--- src/rtl/Noc_parameters.sv ---
// Shared constants and types for the NoC output-port VC arbiter.
// Holds the FSM state enum and a one-hot to index helper.
package Noc_parameters;

    localparam int Noc_VC_Channel = 4;
    localparam int STALL_W = 16;

    typedef enum logic {
        IDLE,
        LOCKED
    } e_vc_arb_state;

    function automatic int onehot_idx(input logic [31:0] v);
        int idx;
        idx = 0;
        for (int i = 0; i < 32; i++) begin
            if (v[i]) idx = i;
        end
        return idx;
    endfunction

endpackage

--- src/rtl/noc_port_vc_arbiter_if.sv ---
// Per-port VC arbitration bundle: VC flit status in, grant and
// port status out.
interface noc_port_vc_arbiter_if
    import Noc_parameters::*;
#(
    parameter int CHANNELS = Noc_VC_Channel
);

    logic [CHANNELS-1:0] request;
    logic [CHANNELS-1:0] free;
    logic [CHANNELS-1:0] start_of_packet;
    logic [CHANNELS-1:0] end_of_packet;
    logic [CHANNELS-1:0] grant;
    logic                busy;
    logic                stall_error;
    logic                clear_error;

    modport master (
        output request,
        output free,
        output start_of_packet,
        output end_of_packet,
        output clear_error,
        input  grant,
        input  busy,
        input  stall_error
    );

    modport slave (
        input  request,
        input  free,
        input  start_of_packet,
        input  end_of_packet,
        input  clear_error,
        output grant,
        output busy,
        output stall_error
    );

endinterface

--- src/rtl/noc_rr_arbiter.sv ---
// Combinational round-robin pick: the search starts at the
// index after last_owner and wraps to 0.
module noc_rr_arbiter
    import Noc_parameters::*;
#(
    parameter int CHANNELS = Noc_VC_Channel,
    localparam int IW = (CHANNELS > 1) ? $clog2(CHANNELS) : 1
) (
    input  logic [CHANNELS-1:0] eligible,
    input  logic [IW-1:0]       last_owner,
    output logic [CHANNELS-1:0] winner,
    output logic                valid
);

    int j;

    always_comb begin
        winner = '0;
        valid  = 1'b0;
        j      = 0;
        for (int i = 1; i <= CHANNELS; i++) begin
            j = int'(last_owner) + i;
            if (j >= CHANNELS) j = j - CHANNELS;
            if (!valid && eligible[j[IW-1:0]]) begin
                winner[j[IW-1:0]] = 1'b1;
                valid             = 1'b1;
            end
        end
    end

endmodule

--- src/rtl/noc_port_vc_arbiter.sv ---
// Output-port VC arbiter: locks a VC for a whole packet, hands
// over with zero bubble on the tail, flags stalled owners.
module noc_port_vc_arbiter
    import Noc_parameters::*;
#(
    parameter int CHANNELS    = Noc_VC_Channel,
    parameter int STALL_LIMIT = 255
) (
    input  logic noc_clk,
    input  logic noc_rst,
    noc_port_vc_arbiter_if.slave port
);

    localparam int IW = (CHANNELS > 1) ? $clog2(CHANNELS) : 1;
    localparam logic [STALL_W-1:0] LIMIT = STALL_W'(STALL_LIMIT);

    e_vc_arb_state       state, state_nx;
    logic [CHANNELS-1:0] grant_q, grant_nx;
    logic [CHANNELS-1:0] eligible, winner;
    logic [IW-1:0]       last_owner, last_nx;
    logic [IW-1:0]       owner_idx, arb_last;
    logic [STALL_W-1:0]  stall_cnt, stall_nx;
    logic                err_q, err_nx;
    logic                win_valid;
    logic                release_c;
    logic                xfer;

    assign owner_idx = IW'(onehot_idx(32'(grant_q)));
    assign xfer      = |(grant_q & port.request & port.free);
    assign release_c = (state == LOCKED) &&
                       (|(grant_q & port.end_of_packet));

    // The owner's sop during its tail belongs to the flit being
    // consumed, so the owner never re-wins in its release cycle.
    assign eligible  = port.request & port.start_of_packet & ~grant_q;
    assign arb_last  = (state == LOCKED) ? owner_idx : last_owner;

    noc_rr_arbiter #(
        .CHANNELS (CHANNELS)
    ) u_rr (
        .eligible   (eligible),
        .last_owner (arb_last),
        .winner     (winner),
        .valid      (win_valid)
    );

    always_comb begin
        state_nx = state;
        grant_nx = grant_q;
        last_nx  = last_owner;
        stall_nx = stall_cnt;
        err_nx   = err_q;
        unique case (state)
            IDLE: begin
                stall_nx = '0;
                if (win_valid) begin
                    state_nx = LOCKED;
                    grant_nx = winner;
                end
            end
            LOCKED: begin
                if (release_c) begin
                    last_nx  = owner_idx;
                    stall_nx = '0;
                    if (win_valid) begin
                        grant_nx = winner;
                    end else begin
                        grant_nx = '0;
                        state_nx = IDLE;
                    end
                end else if (xfer) begin
                    stall_nx = '0;
                end else if (stall_cnt != '1) begin
                    stall_nx = stall_cnt + 1'b1;
                end
            end
            default: begin
                state_nx = IDLE;
                grant_nx = '0;
            end
        endcase
        if (stall_nx >= LIMIT) err_nx = 1'b1;
        if (port.clear_error) begin
            stall_nx = '0;
            err_nx   = 1'b0;
        end
    end

    always_ff @(posedge noc_clk or posedge noc_rst) begin
        if (noc_rst) begin
            state      <= IDLE;
            grant_q    <= '0;
            last_owner <= IW'(CHANNELS - 1);
            stall_cnt  <= '0;
            err_q      <= 1'b0;
        end else begin
            state      <= state_nx;
            grant_q    <= grant_nx;
            last_owner <= last_nx;
            stall_cnt  <= stall_nx;
            err_q      <= err_nx;
        end
    end

    assign port.grant       = grant_q;
    assign port.busy        = (state == LOCKED);
    assign port.stall_error = err_q;

endmodule

--- src/flat_wrapper.sv ---
// flat-port wrapper written by rule: the top's interface ports become plain ports
module noc_port_vc_arbiter_flat import Noc_parameters::*;
#(
    parameter int CHANNELS    = Noc_VC_Channel,
    parameter int STALL_LIMIT = 255
)
  (noc_clk, noc_rst, port_request, port_free, port_start_of_packet, port_end_of_packet, port_clear_error, port_grant, port_busy, port_stall_error);
  noc_port_vc_arbiter_if #(.CHANNELS(CHANNELS)) port_i ();
  input  logic noc_clk;
  input  logic noc_rst;
  input wire logic [$bits(port_i.request)-1:0] port_request;
  input wire logic [$bits(port_i.free)-1:0] port_free;
  input wire logic [$bits(port_i.start_of_packet)-1:0] port_start_of_packet;
  input wire logic [$bits(port_i.end_of_packet)-1:0] port_end_of_packet;
  input wire logic [$bits(port_i.clear_error)-1:0] port_clear_error;
  output wire logic [$bits(port_i.grant)-1:0] port_grant;
  output wire logic [$bits(port_i.busy)-1:0] port_busy;
  output wire logic [$bits(port_i.stall_error)-1:0] port_stall_error;
  assign port_i.request = port_request;
  assign port_i.free = port_free;
  assign port_i.start_of_packet = port_start_of_packet;
  assign port_i.end_of_packet = port_end_of_packet;
  assign port_i.clear_error = port_clear_error;
  assign port_grant = port_i.grant;
  assign port_busy = port_i.busy;
  assign port_stall_error = port_i.stall_error;
  noc_port_vc_arbiter #(.CHANNELS(CHANNELS), .STALL_LIMIT(STALL_LIMIT)) u_core (.noc_clk(noc_clk), .noc_rst(noc_rst), .port(port_i));
endmodule
--- config.mk ---
export PLATFORM = sky130hd
export DESIGN_NAME = noc_port_vc_arbiter_flat
export DESIGN_NICKNAME = d
export VERILOG_FILES = /design/src/rtl/Noc_parameters.sv /design/src/rtl/noc_port_vc_arbiter_if.sv /design/src/rtl/noc_rr_arbiter.sv /design/src/rtl/noc_port_vc_arbiter.sv /design/src/flat_wrapper.sv
export SDC_FILE = /design/constraint.sdc
export NUM_CORES = 1
export LEC_CHECK = 0
export ABC_AREA = 1
export BUFFER_PORTS_ARGS = -buffer_cell sky130_fd_sc_hd__buf_4
export CAP_MARGIN = 5
export CORE_MARGIN = 2
export CORE_UTILIZATION = 59
export CTS_CLUSTER_DIAMETER = 50
export DETAILED_ROUTE_END_ITERATION = 12
export GPL_TIMING_DRIVEN = 0
export PLACE_DENSITY_LB_ADDON = 0.08
export SYNTH_ARGS = -nofsm -noshare
export SYNTH_HDL_FRONTEND = slang
export SYNTH_SLANG_ARGS = --single-unit
export TNS_END_PERCENT = 1
--- constraint.sdc ---
create_clock -name noc_clk -period 2.5 [get_ports noc_clk]
set_clock_uncertainty 0.2 [all_clocks]
set_input_delay 0.25 -clock noc_clk [delete_from_list [all_inputs] [get_ports noc_clk]]
set_output_delay 0.25 -clock noc_clk [all_outputs]
set_load 0.02 [all_outputs]
# == After elaboration in Yosys (flattened, before gate mapping) ==
# Cells that the tools add are included.
# W data, S select, Z words.
# op_classes
n_addsub,9
n_lt_le_gt_ge,13
eq_ne,3
mux,46
bitwise_logic,10
reduce_logical,16
# op_table
op,count
$mux W16,4
$pmux W16 S2,1
$mux W4,7
$and A4 B4 Y4,5
$mux W1,17
$add A16 B1 Y16 const B,1
$ge A16 B8 Y1 const B,1
$ne A16 B16 Y1 const B,1
$mux W2,7
$lt A2 B3 Y1 const B,4
$or A4 B4 Y4,3
$ge A3 B3 Y1 const B,3
$bmux W1 S2,4
$demux W1 S2,4
$ge A2 B1 Y1 const B,4
$logic_and A1 B1 Y1,8
$pmux W4 S2,1
$reduce_or A4 Y1,2
$sub A2 B1 Y2 const B,4
$add A2 B2 Y3 const B,2
$add A2 B3 Y4 const B,1
$ge A4 B3 Y1 const B,1
$ne A2 B2 Y1 const B,2
$not A4 Y4,1
6 further kinds,9
# word_totals
regBits,24
wordCells,102

# == Depth between registers and ports, before layout ==
# Gate-level depths: netlist (run 1).
# depth
depth_word,22
ltp_mapped,14
ltp_nobuf,14

# == Modules after synthesis ==
# A second synthesis (run 1) with hierarchy kept.
# hier_totals
hier_cells,329
hier_area_um2,2117.0
# modules_own_cells
module,n_inst,cells_each,area_per_inst_um2,seq_area_each_um2
noc_port_vc_arbiter,1,249,1665.3,603.1
noc_rr_arbiter,1,80,451.7,0.0

# == Worst setup path after synthesis (run 1) ==
# OpenSTA, ideal clock, no wires.
# synth_path
path_type,flip-flop to flip-flop
from,register u_core.state (netlist: u_core.port.busy)
to,register u_core.grant_q[1] (netlist: u_core.port.grant[1])
arrival_ns,1.995
slack_ns,0.188
stages_incl_launch_ff,14
path_buffers,0
synth_period_minus_slack_ns,2.312
cell_sequence,dfrtp_1 inv_2 nand2_4 nand2_4 ha_1 inv_1 nand3_2 nand2_2 nor2_4 nand3_2 nand2_4 nand2_4 nand2_1 nand2_1
# synth_between
elab_chain_len,19
word_cells_on_any_way,71
classes_between,8 x add/sub; 12 x order compare; 2 x eq/ne; 33 x mux; 4 x bitwise; 12 x reduce/logical
# synth_rtl
item,line_no,rtl
"start, declared",noc_port_vc_arbiter.sv:17,"e_vc_arb_state state, state_nx;"
"start signal, assigned",noc_port_vc_arbiter.sv:97,state <= state_nx;
branches (longest 19 deep; another with $add A2 B1 Y3),--,
"end signal, assigned",noc_port_vc_arbiter.sv:98,grant_q <= grant_nx;
"end, declared",noc_port_vc_arbiter.sv:18,"logic [CHANNELS-1:0] grant_q, grant_nx;"
# Parallel ways; which one is timed is not known. The select of a mux whose other input is x is not followed.
# A chain may end at the register's enable or synchronous reset.

# == Worst setup path after layout (run 1) ==
# layout_path
from,register u_core.grant_q[2] (netlist: u_core.port.grant[2])
to,register u_core.grant_q[0] (netlist: u_core.port.grant[0])
# layout_between
elab_chain_len,21
word_cells_on_any_way,76
classes_between,8 x add/sub; 12 x order compare; 2 x eq/ne; 35 x mux; 6 x bitwise; 13 x reduce/logical
# layout_rtl
item
branches (longest 21 deep; another with $add A2 B1 Y3)
# Parallel ways; which one is timed is not known. The select of a mux whose other input is x is not followed.

==> results of run 1 <==
## power groups by stage
stage	registers [mW]	logic, mW	clock network [mW]
final	0.398	0.0925	0.288
after CTS	0.398	0.0923	0.293
after floorplan	0.403	0.0546	0
after global routing	0.398	0.105	0.307
after global placement	0.405	0.0876	0
after detailed placement	0.405	0.0898	0
## final cells by class
| type | instances | area share [%] |
|---|---|---|
| flip-flops and latches | 24 | 24.3 |
| clock buffers | 3 | 0.904 |
| clock inverters | 1 | 1.21 |
| inverters | 48 | 7.23 |
| plain buffers | 4 | 1.10 |
| well taps | 46 | 2.31 |
| multi-input cells | 267 | 54.9 |
| repair buffers | 26 | 8.04 |
## layer usage
layer | track usage [%] | vias up | part of all wire [%]
li1 | - | 1150 | -
met1 | 30.8 | 980 | 42
met2 | 50.4 | 49 | 54
met3 | 2.08 | 5 | 3.1
met4 | 4.79 | 0 | 0.85
met5 | 0 | - | 0
## what timing repair did
| action | 4_1_cts | 5_1_grt |
|---|---|---|
| gates resized for setup | 0 | 7 |
| setup endpoints to repair | 0 | 5 |
| hold buffers | 2 | 0 |
| endpoints found under the hold margin | 25 | 0 |
## state kept, by name, summed over array words and instances (netlist names)
register,count
u_core.last_owner,2
u_core.port.busy,1
u_core.port.grant,4
u_core.port.stall_error,1
u_core.stall_cnt,16
## cells in the final DEF, fill, tap and decap left out, types with 2 or more instances in the layout
cell type and count:
nand2_1 100, nand3_1 55, nor2_1 49, inv_1 46, buf_4 25, dfrtp_1 20
nand4_1 10, ha_1 8, nand2_2 6, nor3_1 6, nand2_4 5, nand3_2 5
o21ai_0 5, nor2_2 5, clkbuf_4 3, inv_2 2, nor2_4 2, a21oi_1 2
dlygate4sd3_1 2, dfstp_2 2, dfrtp_2 2
## stage by stage
step	hold slack [ns]	std cells	utilization, %
2_1_floorplan	0.0631	343	-
3_3_place_gp	0.266	413	70.1
3_5_place_dp	0.270	413	70.1
4_1_cts	0.171	419	72.2
5_1_grt	0.239	419	72.9
6_report	0.175	419	72.9
## cell families (layout without fill, tap and decap cells)
| logic type | count (synthesis) | after routing | synth area share (%) |
|---|---|---|---|
| buffers and inverters | 52 | 82 | 9.63 |
| AO/OA/AOI/OAI | 11 | 11 | 3.66 |
| AND/OR/NAND/NOR | 246 | 246 | 53.1 |
| flip-flops | 24 | 24 | 28.0 |
| XOR/XNOR | 1 | 1 | 0.406 |
| adder cells (fa/ha/maj) | 9 | 9 | 5.22 |
## path summary, 6_finish.rpt
path | from | endpoint
max in group asynchronous | noc_rst | u_core.port.grant[2]
setup reg to reg | u_core.port.grant[2] | u_core.port.grant[0]
hold / removal | port_end_of_packet[2] | u_core.stall_cnt[2]
hold reg to reg | u_core.last_owner[1] | u_core.last_owner[1]
setup / recovery | u_core.port.grant[2] | u_core.port.grant[0]
min in group asynchronous | noc_rst | u_core.port.grant[3]
## critical path, stage by stage (launching register included)
cell     delay (ns)
dfrtp_2        0.48
inv_1          0.10
nand2_2        0.08
nand3_4        0.12
nand2_4        0.14
ha_4           0.31
inv_1          0.07
nand3_2        0.08
nand2_2        0.10
nor2_4         0.18
nand3_2        0.10
nand2_4        0.10
nand2_4        0.06
nand2_1        0.06
nand2_1        0.04
==> results.md, run 1 <==
* Share of cells above drive strength 1 at 17.2%
* Setup Viol. Count Final at 0
* Vias/cell at 5.21
* H-tree level count at 1
* Final WL at 4940 µm
* # nets final at 402
* Most frequent cell after synthesis: nand2_1
* Antenna Cells at 0
* Clock Power Share at 37.0%
* Port Buffer Count at 24
* Final Hold Fails at 0
* Iter 0 DRT Violations at 127
* Number of global-route vias before repair at 2048
* TritonCTS Sinks at 24
* CTS Buf Count at 3
* FF-to-FF path depth at 14
* Area leader, netlist: dfrtp_1
* Logic pwr share at 11.9%
* Worst-case clock buffer depth at 2
* Req. time, crit path at 2.53 ns
* Largest net degree at the start of global routing at 25
* Total GRT Usage at 25.8%
* Row cnt at 21
* First-pass GRT wire length at 8600 µm
* Number of synthesized flops with an enable pin at 0
* Top cells by count, synth: nand2_1 (100), nand3_1 (56), nor2_1 (51), inv_1 (47), dfrtp_1 (22)
* Max VDD drop at 182 µV
* Core footprint at 3420 µm²
* Post-route total power at 778 µW
* Post-synthesis register bit count at 24
* Sequential-to-total area share from yosys stat at 28.0%
* Worst slew pin tran at 0.906 ns
* RSZ-0062 raised after global routing: yes
* Endpoint type of the worst setup path: flip-flop
* Sequential power share at 51.1%
* Internal power at 594 µW
* Outcome: finished clean
* Max FO, Critical Path at 12
* Clk_lat worst skew at 0.33 ns
* R2R Setup Slk at 0.18 ns
* CP startpoint kind: flip-flop
* Placer Congestion at 0.923
* Net Sw Power at 183 µW
* Clock-pin slew on the worst setup and hold paths at 0.14 ns
* Chip height at 64.4 µm
* Post-synthesis cell count at 343
* Setup TNS at 0 ns
* Hold depth at 6
* Top FF cell, synth: dfrtp_1
* Fmax at 0.430 GHz
* Root Buffer: clkbuf_4
* Synth Area per Inst at 6.29 µm²
* Fill cells at 314
* Final WS setup at 0.177 ns
* Dpl ws at 0.0598 ns
* Synthesized Nets at 371
* DP HPWL at 3920 µm
* Critical path class: reg2reg
* Horiz. Die Dim at 64.4 µm
* First drt pass iteration count at 4
* Ys Warns at 0
* Register area at 606 µm²
* CTS tree: yes
* Power Density at 312 nW/µm²
* Multi-input gate area at 1370 µm²
* Area Growth Syn to Fin at 15.6%
* Synth cell types at 29
* Switching Fraction at 23.6%
* Total number of vias at 2184
* Max-Cap Viols at 0
* Total leakage power at 1.32 nW
* Hold WC Path Type: in2reg
* Grt ovf at 0
* Post-Syn Area at 2160 µm²
* CP arrival at 2.35 ns
* Slew Limit Fails at 0
* Post-synth ARST share at 100%
* Setup bufs post-CTS at 0
* Final worst path period need at 2.32 ns
* Largest cells by area after synthesis: dfrtp_1 (26%), nand2_1 (17%), nand3_1 (13%), nor2_1 (8.9%), inv_1 (8.2%)
* Die outline area at 4150 µm²
* Residual DRC at 0
* Initial Utilization at 63.1%
* Post-DRT Antenna Nets at 0
* Slew HR at 39.5%
* Post-Layout Inst Area at 2490 µm²
* Routed length per instance at 11.8 µm
* DP Area at 2390 µm²
* Top Ports at 25
* Initial antenna violation count at 0
* Tcrit/Tclk final at 92.9%
* Yosys top cell area share at 25.5%
No activity file was read; power rests on OpenSTA's default activity.
==> run 2, diff against run 1 <==
- CORE_UTILIZATION: 59 -> 61
- CTS_BUF_LIST: unset -> sky130_fd_sc_hd__clkbuf_8
==> run 2 against run 1 <==
  * Via count increased by 3.6%
  * Clock power increased by 20%
  * Register-to-register slack about the same
  * Die area decreased by 3.1%
  * First-iteration DRC count increased by 28%
  * Utilization increased by 1.5 points
  * Final cell count unchanged
  * Highest routed layer unchanged
  * Fmax decreased by 0.41%
  * Hold slack improved by 0.087 ns
==> results.md, run 2 (same netlist as run 1, synthesis figures left out) <==
* H-tree level count at 1 (unchanged)
* Switching Fraction at 22.8% (-0.78 points)
* Max VDD drop at 204 µV (+12%)
* Core footprint at 3360 µm² (-1.5%)
* Setup TNS at 0 ns (unchanged)
* Final worst path period need at 2.33 ns (+0.00963 ns)
* Initial Utilization at 64.1% (+0.99 points)
* Routed met2 length at 2740 µm (+2.6%)
* Largest register FFs at 16 (unchanged)
* TritonCTS Sinks at 24 (unchanged)
* CTS tree: yes
* Logic pwr share at 11.1% (-0.8 points)
* Clock Power Share at 41.4% (+4.4 points)
* Critical path, cell by cell: inv_1, nand2_2, nand3_4, nand2_4, ha_4, inv_1, nand3_2, nand2_2, nor2_4, nand3_2, nand2_4, nand2_4, nand2_1, nand2_1
* Final WL at 5200 µm (+5.3%)
* First-pass GRT wire length at 9010 µm (+4.8%)
* Max FO, Critical Path at 12 (unchanged)
* Top Ports at 25 (unchanged)
* Internal power at 646 µW (+8.7%)
* Clk_lat worst skew at 0.28 ns (-0.05 ns)
* DP HPWL at 3920 µm (about the same)
* CP startpoint kind: flip-flop
* Final core occ at 74.5% (+1.5 points)
* Post-Place Cells at 413 (unchanged)
* CP arrival at 2.29 ns (-0.06 ns)
* Tcrit/Tclk final at 93.3% (+0.39 points)
* Biggest register: u_core.stall_cnt
* Critical path's top delay family: simple AND/OR/NAND/NOR gates
* Root Buffer: clkbuf_8
* Power Density at 334 nW/µm² (+7.0%)
* Initial antenna violation count at 0 (unchanged)
* Leading cell type in the layout, fill and taps excluded: nand2_1
* Most frequent cells in the layout: nand2_1 (100), nand3_1 (55), nor2_1 (51)
* Port Buffer Count at 24 (unchanged)
* Post-DRT Antenna Nets at 0 (unchanged)
* Sequential power share at 47.5% (-3.6 points)
* Req. time, crit path at 2.46 ns (-0.07 ns)
* First drt pass iteration count at 4 (unchanged)
* Net Sw Power at 191 µW (+4.1%)
* Max-Cap Viols at 0 (unchanged)
* Slew HR at 38.9% (-0.60 points)
* Final Hold Fails at 0 (unchanged)
* Critical path class: reg2reg
* Vias/cell at 5.40 (+3.6%)
* Total number of vias at 2263 (+3.6%)
* Most frequent cell on the critical path: nand2_4
* Critical path's slowest cell: dfrtp_2
* Endpoint type of the worst setup path: flip-flop
* CTS Buf Count at 3 (unchanged)
* Antenna Cells at 0 (unchanged)
* Largest net degree at the start of global routing at 25 (unchanged)
* RSZ-0062 raised after global routing: no
* Horiz. Die Dim at 63.5 µm (-1.5%)
* Max layer used: met4
* Met1 wire length at 2160 µm (+4.2%)
* Fmax at 0.429 GHz (-0.41%)
* Detailed route wirelength on metal3 at 223 µm (+46%)
* Worst slew pin tran at 0.915 ns (+0.00895 ns)
* Clock-pin slew on the worst setup and hold paths at 0.09 ns (-0.05 ns)
* Buf+Inv Stages, Crit Path at 2 (unchanged)
* Hold WC Path Type: in2reg
* Area Growth Syn to Fin at 16.2%
* Routed length per instance at 12.4 µm (+5.3%)
* Number of global-route vias before repair at 2090 (+2.1%)
* R2R Setup Slk at 0.17 ns (about the same)
* Setup Viol. Count Final at 0 (unchanged)
* Final Instance Count excl. Fillers at 419 (unchanged)
* Total GRT Usage at 27.6% (+1.8 points)
* Total leakage power at 1.33 nW (+0.60%)
* Die outline area at 4030 µm² (-3.1%)
* Row cnt at 21 (unchanged)
* Slew Limit Fails at 0 (unchanged)
* Iter 0 DRT Violations at 162 (+28%)
* Setup bufs post-CTS at 0 (unchanged)
* Chip height at 63.5 µm (-1.5%)
* Worst-case clock buffer depth at 2 (unchanged)
* Placer Congestion at 0.929 (+0.64%)
* Residual DRC at 0 (unchanged)
* Slowest stage delay, CP at 0.46 ns (-0.02 ns)
* # nets final at 402 (unchanged)
* Outcome: finished clean
* Grt ovf at 0 (unchanged)
* Share of cells above drive strength 1 at 16.6% (-0.54 points)
-- run 2: cell types whose count changed in the layout (fill, tap and decap cells not counted) --
cell      previous run  this run
nor2_1              49        51
clkbuf_4             3         0
clkbuf_8             0         3
nor2_2               5         3
-- run 2: power groups by stage --
stage               clock (mW)  sequential [mW]  combinational, mW
CTS                      0.347            0.397             0.0920
detailed placement           0            0.405             0.0894
global route             0.361            0.398              0.105
finish                   0.346            0.397             0.0933
global placement             0            0.405             0.0873
floorplan                    0            0.403             0.0546
-- run 2: area by class of cell --
class	count	area [µm²]
clock buffers	3	41.3
plain buffers	4	27.5
flip-flops and latches	24	606
inverters	48	180
well taps	46	57.6
repair buffers	26	200
multi-input cells	267	1360
clock inverters	1	30.0
fillers	301	858
-- run 2: metal layers --
metal  global-route usage [%]  up-vias
met5                        0        -
met4                     8.42        0
met3                     3.21        9
met2                     51.8       70
met1                     32.3     1034
li1                         -     1150
-- run 2: what timing repair did --
item,in CTS,in global routing
gates resized for setup,0,5
endpoints found under the setup margin,0,4
hold buffers,2,0
hold endpoints to repair,15,0
-- run 2: path summary, 6_finish.rpt --
check | cells after the start | from | endpoint
max | 14 | u_core.port.grant[2] | u_core.port.grant[0]
min | 6 | port_end_of_packet[2] | u_core.stall_cnt[2]
max reg2reg | 14 | u_core.port.grant[2] | u_core.port.grant[0]
min reg2reg | 2 | u_core.last_owner[1] | u_core.last_owner[1]
max in group asynchronous | 3 | noc_rst | u_core.port.busy
min in group asynchronous | 3 | noc_rst | u_core.stall_cnt[2]
-- run 2: metrics by stage --
stage / setup slack, ns / total power [mW] / hold WS [ns] / area [µm²]
floorplan: 0.188 / 0.458 / 0.0631 / 2160
global placement: 0.105 / 0.492 / 0.265 / 2390
detailed placement: 0.0509 / 0.494 / 0.268 / 2390
CTS: 0.0203 / 0.836 / 0.237 / 2480
global route: 0.0105 / 0.864 / 0.324 / 2500
finish: 0.167 / 0.837 / 0.262 / 2500
-- run 2: tightest hold or removal path, stage by stage --
cell and delay [ns]:
buf_4 0.08, nand2_1 0.04, nand2_1 0.06, o21ai_0 0.10, nand3_1 0.13, nor3_1 0.05
